`src/rtl/mem_arbiter.sv`:
```
// Single-port memory arbiter: serialises instruction fetches and load/store
// transactions onto one registered memory bus, with flush and bus-timeout handling.
module mem_arbiter #(
  parameter int ADDR_W  = 32,
  parameter int DATA_W  = 32,
  parameter int TIMEOUT = 15
) (
  input  logic              clk,
  input  logic              rst_n,
  input  logic              if_req_i,
  input  logic [ADDR_W-1:0] if_addr_i,
  input  logic              if_flush_i,
  output logic              if_ack_o,
  output logic [DATA_W-1:0] if_rdata_o,
  output logic              if_stall_o,
  input  logic              ls_req_i,
  input  logic              ls_we_i,
  input  logic [ADDR_W-1:0] ls_addr_i,
  input  logic [DATA_W-1:0] ls_wdata_i,
  output logic              ls_ack_o,
  output logic [DATA_W-1:0] ls_rdata_o,
  output logic              ls_stall_o,
  output logic              mem_req_o,
  output logic              mem_we_o,
  output logic [ADDR_W-1:0] mem_addr_o,
  output logic [DATA_W-1:0] mem_wdata_o,
  input  logic              mem_ready_i,
  input  logic [DATA_W-1:0] mem_rdata_i,
  output logic              bus_err_o
);

  localparam int CNT_W = (TIMEOUT > 0) ? $clog2(TIMEOUT + 1) : 1;
  // Abort fires in the busy cycle whose count would reach TIMEOUT.
  localparam logic [CNT_W-1:0] CNT_LAST = (TIMEOUT > 0) ? CNT_W'(TIMEOUT - 1) : '0;

  typedef enum logic [1:0] {
    IDLE  = 2'd0,
    FETCH = 2'd1,
    DATA  = 2'd2
  } state_t;

  function automatic logic [CNT_W-1:0] cnt_sat_inc(input logic [CNT_W-1:0] c);
    return (c == {CNT_W{1'b1}}) ? c : c + CNT_W'(1);
  endfunction

  function automatic logic [DATA_W-1:0] rdata_sel(input logic abort,
                                                  input logic [DATA_W-1:0] d);
    return abort ? '0 : d;
  endfunction

  state_t            state_q, state_d;
  logic              mem_req_q, mem_req_d;
  logic              mem_we_q, mem_we_d;
  logic [ADDR_W-1:0] mem_addr_q, mem_addr_d;
  logic [DATA_W-1:0] mem_wdata_q, mem_wdata_d;
  logic              bus_err_q, bus_err_d;
  logic              flushed_q, flushed_d;
  logic [CNT_W-1:0]  cnt_q, cnt_d;

  logic              busy;
  logic              timeout_hit;
  logic              done;
  logic              fetch_ok;
  logic              ls_done;
  logic [DATA_W-1:0] rdata_eff;
  logic              grant_ls;
  logic              grant_if;
  logic              go_idle;

  always_comb begin
    busy        = (state_q != IDLE);
    timeout_hit = (TIMEOUT != 0) && busy && !mem_ready_i && (cnt_q == CNT_LAST);
    done        = busy && (mem_ready_i || timeout_hit);
    rdata_eff   = rdata_sel(timeout_hit, mem_rdata_i);
    // A flush on the completion cycle itself still drops the fetch.
    fetch_ok    = (state_q == FETCH) && done && !flushed_q && !if_flush_i;
    ls_done     = (state_q == DATA) && done;

    if_ack_o    = fetch_ok;
    if_rdata_o  = fetch_ok ? rdata_eff : '0;
    ls_ack_o    = ls_done;
    ls_rdata_o  = (ls_done && !mem_we_q) ? rdata_eff : '0;
    if_stall_o  = rst_n & if_req_i & ~fetch_ok;
    ls_stall_o  = rst_n & ls_req_i & ~ls_done;
  end

  always_comb begin
    state_d     = state_q;
    mem_req_d   = mem_req_q;
    mem_we_d    = mem_we_q;
    mem_addr_d  = mem_addr_q;
    mem_wdata_d = mem_wdata_q;
    flushed_d   = flushed_q;
    cnt_d       = cnt_q;
    bus_err_d   = timeout_hit;
    grant_ls    = 1'b0;
    grant_if    = 1'b0;
    go_idle     = 1'b0;

    // The requester that just completed is masked, so contention alternates.
    case (state_q)
      IDLE: begin
        if (ls_req_i)      grant_ls = 1'b1;
        else if (if_req_i) grant_if = 1'b1;
      end
      FETCH: begin
        if (done) begin
          if (ls_req_i) grant_ls = 1'b1;
          else          go_idle  = 1'b1;
        end else begin
          flushed_d = flushed_q | if_flush_i;
          cnt_d     = cnt_sat_inc(cnt_q);
        end
      end
      DATA: begin
        if (done) begin
          if (if_req_i) grant_if = 1'b1;
          else          go_idle  = 1'b1;
        end else begin
          cnt_d = cnt_sat_inc(cnt_q);
        end
      end
      default: go_idle = 1'b1;
    endcase

    if (grant_ls) begin
      state_d     = DATA;
      mem_req_d   = 1'b1;
      mem_we_d    = ls_we_i;
      mem_addr_d  = ls_addr_i;
      mem_wdata_d = ls_wdata_i;
      flushed_d   = 1'b0;
      cnt_d       = '0;
    end else if (grant_if) begin
      state_d     = FETCH;
      mem_req_d   = 1'b1;
      mem_we_d    = 1'b0;
      mem_addr_d  = if_addr_i;
      flushed_d   = 1'b0;
      cnt_d       = '0;
    end else if (go_idle) begin
      state_d     = IDLE;
      mem_req_d   = 1'b0;
      flushed_d   = 1'b0;
      cnt_d       = '0;
    end
  end

  always_ff @(posedge clk or negedge rst_n) begin
    if (!rst_n) begin
      state_q     <= IDLE;
      mem_req_q   <= 1'b0;
      mem_we_q    <= 1'b0;
      mem_addr_q  <= '0;
      mem_wdata_q <= '0;
      bus_err_q   <= 1'b0;
      flushed_q   <= 1'b0;
      cnt_q       <= '0;
    end else begin
      state_q     <= state_d;
      mem_req_q   <= mem_req_d;
      mem_we_q    <= mem_we_d;
      mem_addr_q  <= mem_addr_d;
      mem_wdata_q <= mem_wdata_d;
      bus_err_q   <= bus_err_d;
      flushed_q   <= flushed_d;
      cnt_q       <= cnt_d;
    end
  end

  assign mem_req_o   = mem_req_q;
  assign mem_we_o    = mem_we_q;
  assign mem_addr_o  = mem_addr_q;
  assign mem_wdata_o = mem_wdata_q;
  assign bus_err_o   = bus_err_q;

endmodule

```
`config.mk`:
```
export PLATFORM = sky130hd
export DESIGN_NAME = mem_arbiter
export DESIGN_NICKNAME = d
export VERILOG_FILES = /design/src/rtl/mem_arbiter.sv
export SDC_FILE = /design/constraint.sdc
export NUM_CORES = 1
export LEC_CHECK = 0
export CORE_AREA = 2 2 106 108
export DETAILED_ROUTE_END_ITERATION = 8
export DIE_AREA = 0 0 108 110
export PLACE_DENSITY = 0.87
export RECOVER_POWER = 25
export SLEW_MARGIN = 10
export SYNTH_ARGS = -nofsm -noshare
export SYNTH_HDL_FRONTEND = slang
export SYNTH_SLANG_ARGS = --single-unit
```
`constraint.sdc`:
```
create_clock -name clk -period 2.65 [get_ports clk]
set_clock_uncertainty 0.05 [all_clocks]
set_input_delay 0.265 -clock clk [delete_from_list [all_inputs] [get_ports clk]]
set_output_delay 0.265 -clock clk [all_outputs]
set_load 0.005 [all_outputs]
```
==> results of run 1 <==
cells by family (layout without fill, tap and decap cells):
family | after synthesis | count (layout)
DFF | 74 | 74
xor gates and xnor gates | 3 | 3
AOI/OAI and AO/OA | 51 | 51
and+or+nand+nor | 278 | 278
adders and majority gates | 5 | 5
buffers and inverters | 41 | 343
muxes | 2 | 2
through the flow:
stage | cell area (µm²) | std cells | hold WS [ns]
after floorplan | 3750 | 454 | -0.0806
after global placement | 6590 | 843 | 0.102
after detailed placement | 6590 | 843 | 0.101
after CTS | 7080 | 890 | 0.270
after global routing | 7070 | 896 | 0.289
final | 7070 | 896 | 0.280
worst reg2reg max path, cell delays in order (launching register included):
cell     delay (ns)
dfrtp_1        0.39
inv_2          0.09
ha_1           0.25
o21a_1         0.22
o21a_2         0.45
buf_4          0.41
nand2_1        0.13
nand2_1        0.07
report_power, final:
| part | internal [mW] | switching, mW |
|---|---|---|
| sequential | 1.67 | 0.294 |
| clock | 0.437 | 0.425 |
| combinational | 1.88 | 1.61 |
cell usage after synthesis:
library cell,instances,share of area
o211ai_1,2,0.0040
nand2b_1,2,0.0033
o21ai_0,2,0.0027
clkbuf_1,12,0.012
a21o_1,1,0.0020
nor2_1,40,0.040
inv_1,6,0.0060
nor4b_4,1,0.0063
and4_1,1,0.0023
a31oi_2,1,0.0033
xor2_1,2,0.0047
mux2_2,1,0.0030
o22ai_1,1,0.0017
buf_2,18,0.024
o21a_1,2,0.0040
buf_6,3,0.0090
buf_4,2,0.0040
o21ai_2,1,0.0023
a31oi_1,34,0.057
nand2_1,163,0.16
and3_2,1,0.0020
and3_1,65,0.11
o21ai_1,2,0.0027
or2_2,2,0.0033
a21oi_1,1,0.0013
xnor2_1,1,0.0023
ha_1,5,0.017
dfrtp_1,74,0.49
o31a_1,1,0.0023
nand3_1,1,0.0013
or2_1,2,0.0033
mux2i_1,1,0.0027
o2111ai_1,1,0.0023
a22oi_1,2,0.0040
registers in the layout (all words and copies together) (netlist names):
name,flops
flushed_q,1
cnt_q,4
mem_req_o,1
mem_we_o,1
mem_addr_o,32
mem_wdata_o,32
state_q,2
bus_err_o,1
final cells by class:
type	instances	share of cell area
tap	140	0.0248
multi-input combinational	339	0.254
sequential	74	0.262
clock inverter	6	0.00921
timing repair buffer	321	0.429
inverter	6	0.00319
clock buffer	10	0.0181
timing repair:
item                                   4_1_cts  5_1_grt
endpoints found under the hold margin       15        0
hold buffers                                 1        0
setup buffers                               23        6
pin swaps                                    4        4
gates resized for setup                    116       36
setup endpoints to repair                   66       47
gates cloned                                 7        0
worst max-delay path by stage:
stage	from	endpoint	cells after the start
6_report	cnt_q[0]	if_rdata_o[12]	11
5_1_grt	cnt_q[0]	if_rdata_o[0]	10
4_1_cts	cnt_q[0]	if_rdata_o[28]	10
3_5_place_dp	mem_ready_i	ls_rdata_o[12]	7
3_3_place_gp	mem_ready_i	ls_rdata_o[1]	7
2_1_floorplan	state_q[0]	ls_rdata_o[10]	8
metal layers:
layer / wire (µm) / share of wire / up-vias
li1: - / - / 2096
met1: 5730 / 0.38 / 2107
met2: 7530 / 0.49 / 218
met3: 1380 / 0.091 / 52
met4: 564 / 0.037 / 2
met5: 8 / 0.00053 / -
==> flow_metrics.env, run 1 <==
export IMPL_grt_busiest_layer="met2"
export IMPL_path_cells="inv_2, ha_4, and3_4, o21ai_4, nor4b_4, buf_4, clkbuf_16, buf_4, buf_4, and3_4, buf_2"
export IMPL_endpoint_kind="primary output"
export IMPL_slew_headroom=0.0430
export IMPL_drc=0
export IMPL_clock_latency_ns=0.34
export IMPL_nFillCells=878
export IMPL_reg2reg_to="mem_wdata_o[12]"
export IMPL_grt_usage=0.243
export IMPL_required_ns=2.34
export IMPL_cts_sinks=74
export IMPL_arrival_ns=2.28
export IMPL_ctsHtreeMaxLevel=3
export IMPL_antenna_cells=0
export IMPL_holdCritPathClass="input port to async pin"
export IMPL_crit_type="register to primary output"
export IMPL_overflow=0
export IMPL_grt_use_met3=0.0741
export IMPL_via_per_inst=4.99
export IMPL_vias=4475
export IMPL_dp_slack_ns=0.123
export IMPL_final_cell_mix="clkdlybuf4s50_1 (200), nand2_1 (163), dfrtp_1 (74)"
export IMPL_final_antenna_net_count=0
export IMPL_synth_mux_area_frac=0.00566
export IMPL_max_cap_violations=0
export IMPL_cp_buffers_inverters=6
export IMPL_core_um2=10700
export IMPL_synthSimpleGateAreaFrac=0.333
export IMPL_powerDensity_nw_per_um2=894
export IMPL_die_width_um=108
export IMPL_hold_viol_final=0
export IMPL_power_mw=6.32
export IMPL_final_util=0.660
export IMPL_synth_nets=594
export IMPL_grt_pass1_wl_um=22700
export IMPL_reg2reg_setup_slack_ns=0.53
export IMPL_drive_gt1_frac=0.142
export IMPL_final_common_cell="clkdlybuf4s50_1"
export IMPL_syn_inst=454
export IMPL_critPathTopFamily="buffers and inverters"
export IMPL_multiInputGateArea_um2=1790
export IMPL_p_leak_nw=3.57
export IMPL_synthAdderAreaFrac=0.0167
export IMPL_routedWlPerCell_um=17.0
export IMPL_r2r_start="state_q[1]"
export IMPL_clock_fmax_mhz=385
export IMPL_hpwl_um=10500
export IMPL_firstDrtPassIters=4
export IMPL_ioPinCount=270
export IMPL_cts_buffers=9
export IMPL_worst_path_largest_cell_delay_ns=0.40
export IMPL_r2r_cells=7
export IMPL_regArea_um2=1850
export IMPL_clk_pin_slew_worst_paths_ns=0.08
export IMPL_gp_routability_congestion=0.843
export IMPL_synth_area_per_cell_um2=8.27
export IMPL_cts_root_buf="clkbuf_8"
export IMPL_grt_antenna_before_repair=1
export IMPL_setup_slack_ns=0.0532
export IMPL_outcome="finished, final reports clean"
export IMPL_netlist_area_um2=3750
export IMPL_worst_slew_pin_slew_ns=1.44
export IMPL_ys_types=34
export IMPL_ys_warn_count=0
export IMPL_synth_xor_xnor_area_share=0.00700
export IMPL_ir_drop_mv=0.518
export IMPL_chipHeight_um=110
export IMPL_num_rows=38
export IMPL_ys_ff_latch=74
export IMPL_area_delta_synth_final_pct=88.2
export IMPL_grt_max_degree=60
export IMPL_port_buffer_count=269
export IMPL_cpMostUsedCell="buf_4"
export IMPL_dieArea_um2=11900
export IMPL_setup_viol=0
export IMPL_period_minus_slack_ns=2.60
export IMPL_totalWireLength_um=15200
export IMPL_synth_top_family_by_area="simple AND/OR/NAND/NOR gates"
export IMPL_ys_seq_area_frac=0.493
export IMPL_fin_nets=891
export IMPL_initial_utilization=0.351
export IMPL_fin_setup_tns_ns=0
export IMPL_drt_iter0_markers=422
export IMPL_use_met1=0.270
export IMPL_fin_crit_sh=0.980
export IMPL_cts_tree="built"
export IMPL_synth_compound_area_frac=0.0893
export IMPL_cts_buffer_depth=2
export IMPL_critPathSlowestCell="dfrtp_1"
export IMPL_grtUsageMet2=0.427
export IMPL_cp_start_kind="register"
export IMPL_grt_pass1_vias=4525
export IMPL_cp_max_fo=3
export IMPL_slew_viol_final=0
(Power assumes the default switching activity.)
==> run 2, diff against run 1 <==
--- a/config.mk
+++ b/config.mk
@@ -5,10 +5,10 @@
 export SDC_FILE = /design/constraint.sdc
 export NUM_CORES = 1
 export LEC_CHECK = 0
-export CORE_AREA = 2 2 106 108
+export CORE_MARGIN = 5
+export CORE_UTILIZATION = 38
 export DETAILED_ROUTE_END_ITERATION = 8
-export DIE_AREA = 0 0 108 110
-export PLACE_DENSITY = 0.87
+export PLACE_DENSITY = 0.93
 export RECOVER_POWER = 25
 export SLEW_MARGIN = 10
 export SYNTH_ARGS = -nofsm -noshare
==> run 2 against run 1 <==
  * The run now ends with capacitance limit, slew limit left
  * Sequential share of layout area is 0.38 points higher
  * Cell count is 3.0% lower
  * Global-route usage is 0.37 points higher
  * Setup slack better by 0.011 ns
  * Clock power is 0.9% higher
  * Critical path type unchanged
  * Critical endpoint is now if_ack_o
  * Highest routed layer is now met4
==> flow_metrics.env, run 2 (same netlist as run 1, synthesis figures left out) <==
export IMPL_outcome="finished, violations left"
export IMPL_violations="capacitance limit, slew limit"
export IMPL_top_layer_used="met4"
export IMPL_period_minus_slack_ns=2.59
export IMPL_crit_type="register to primary output"
export IMPL_max_cap_violations=1
export IMPL_clock_latency_ns=0.34
export IMPL_hold_viol_final=0
export IMPL_p_leak_nw=3.58
export IMPL_worst_slew_pin_slew_ns=1.64
export IMPL_cts_buffer_depth=2
export IMPL_nFillCells=675
export IMPL_met2_length_um=7730
export IMPL_core_um2=9680
export IMPL_slew_headroom=-0.0948
export IMPL_cp_start_kind="register"
export IMPL_endpoint_kind="primary output"
export IMPL_grt_antenna_before_repair=0
export IMPL_hpwl_um=11100
export IMPL_holdCritPathClass="input port to async pin"
export IMPL_area_delta_synth_final_pct=85.5
export IMPL_die_width_um=109
export IMPL_setup_viol=0
export IMPL_p_int_mw=3.79
export IMPL_cts_root_buf="clkbuf_8"
export IMPL_totalWireLength_um=15700
export IMPL_timing_hold_ws_ns=0.266
export IMPL_overflow=0
export IMPL_final_common_cell="nand2_1"
export IMPL_cts_sinks=74
export IMPL_clock_fmax_mhz=387
export IMPL_cts_buffers=9
export IMPL_gp_routability_congestion=0.871
export IMPL_arrival_ns=2.27
export IMPL_swShare=0.380
export IMPL_num_rows=36
export IMPL_routedWlPerCell_um=18.1
export IMPL_fin_crit_sh=0.976
export IMPL_fin_cells=869
export IMPL_power_mw=6.12
export IMPL_final_cell_mix="nand2_1 (162), clkdlybuf4s50_1 (143), dfrtp_1 (74)"
export IMPL_postLayoutCellArea_um2=6970
export IMPL_dpl_cell_count=832
export IMPL_grt_pass1_vias=4362
export IMPL_drt_iter0_markers=431
export IMPL_port_buffer_count=269
export IMPL_powerDensity_nw_per_um2=878
export IMPL_seqPwrFrac=0.317
export IMPL_firstDrtPassIters=5
export IMPL_grt_usage=0.247
export IMPL_grt_pass1_wl_um=23000
export IMPL_routed_wl_met3_um=1580
export IMPL_dp_slack_ns=0.130
export IMPL_grt_max_degree=74
export IMPL_slew_viol_final=74
export IMPL_ioPinCount=270
export IMPL_clk_pin_slew_worst_paths_ns=0.08
export IMPL_fin_nets=871
export IMPL_clockPowerShare=0.142
export IMPL_chipHeight_um=109
export IMPL_ir_drop_mv=0.576
export IMPL_ctsHtreeMaxLevel=3
export IMPL_drt_met1_wl_um=5890
export IMPL_setup_slack_ns=0.0638
export IMPL_cp_max_fo=8
export IMPL_p_switching_mw=2.32
export IMPL_initial_utilization=0.388
export IMPL_dieArea_um2=12000
export IMPL_drive_gt1_frac=0.121
export IMPL_antenna_cells=0
export IMPL_cts_tree="built"
export IMPL_dpl_instance_area_um2=6600
export IMPL_drc=0
export IMPL_comb_power_share=0.541
export IMPL_final_antenna_net_count=0
export IMPL_via_per_inst=5.05
export IMPL_vias=4385
export IMPL_required_ns=2.34
[run 2: cell types whose count changed in the layout (fill, tap and decap cells not counted), moves of 2 or more]
cell	before	now
clkdlybuf4s15_1	15	2
dlygate4sd3_1	3	61
clkinvlp_4	1	3
buf_2	3	6
dlygate4sd2_1	31	39
buf_12	2	6
clkbuf_16	1	3
buf_4	37	18
dlymetal6s2s_1	0	2
clkdlybuf4s50_1	200	143
buf_6	11	1
[run 2: cell type report]
cell class	instances	area, µm²	area share
well taps	133	166	0.0239
flip-flops and latches	74	1850	0.266
repair buffers	301	2940	0.422
clock inverters	6	66.3	0.00952
inverters	6	22.5	0.00323
clock buffers	10	128	0.0183
multi-input cells	339	1790	0.258
[run 2: timing repair]
action / 4_1_cts / 5_1_grt
hold buffers: 1 / 0
pin swaps: 2 / 2
cloned: 3 / 2
gates resized for setup: 96 / 44
buffers inserted: 10 / 5
setup endpoints to repair: 65 / 28
hold endpoints to repair: 1 / 0
[run 2: per-layer routing]
layer | up-vias | GRT usage
li1 | 2068 | -
met1 | 2061 | 0.286
met2 | 216 | 0.415
met3 | 40 | 0.0898
met4 | 0 | 0.0980
met5 | - | 0
[run 2: power groups by stage]
stage	clock, mW	sequential (mW)	combinational, mW
6_report	0.870	1.94	3.31
3_5_place_dp	0	1.97	3.33
4_1_cts	0.896	1.96	3.46
3_3_place_gp	0	1.94	3.20
5_1_grt	0.942	2.01	3.64
2_1_floorplan	0	1.99	1.44
[run 2: path summary, 6_finish.rpt]
path,cells after the start,endpoint,slack (ns),from
setup / recovery,8,if_ack_o,0.06,cnt_q[0]
hold / removal,2,mem_we_o,0.27,rst_n
setup reg to reg,7,mem_addr_o[6],0.55,state_q[0]
hold reg to reg,2,mem_wdata_o[28],0.43,mem_wdata_o[28]
max in group asynchronous,3,mem_wdata_o[20],0.43,rst_n
min in group clk,3,mem_wdata_o[30],0.39,ls_wdata_i[30]
[run 2: worst max-delay path, cell delays in order, from the launching register on]
cell and delay (ns):
dfrtp_1 0.40, inv_2 0.10, ha_4 0.15, and3_4 0.20
o21ai_4 0.07, nor4b_4 0.24, buf_4 0.17, buf_6 0.12
clkdlybuf4s50_1 0.50
[run 2: metrics by stage]
stage | setup TNS [ns] | utilization
floorplan | 0 | -
global placement | 0 | 0.681
detailed placement | 0 | 0.681
CTS | 0 | 0.717
global route | -0.00459 | 0.719
finish | 0 | 0.719
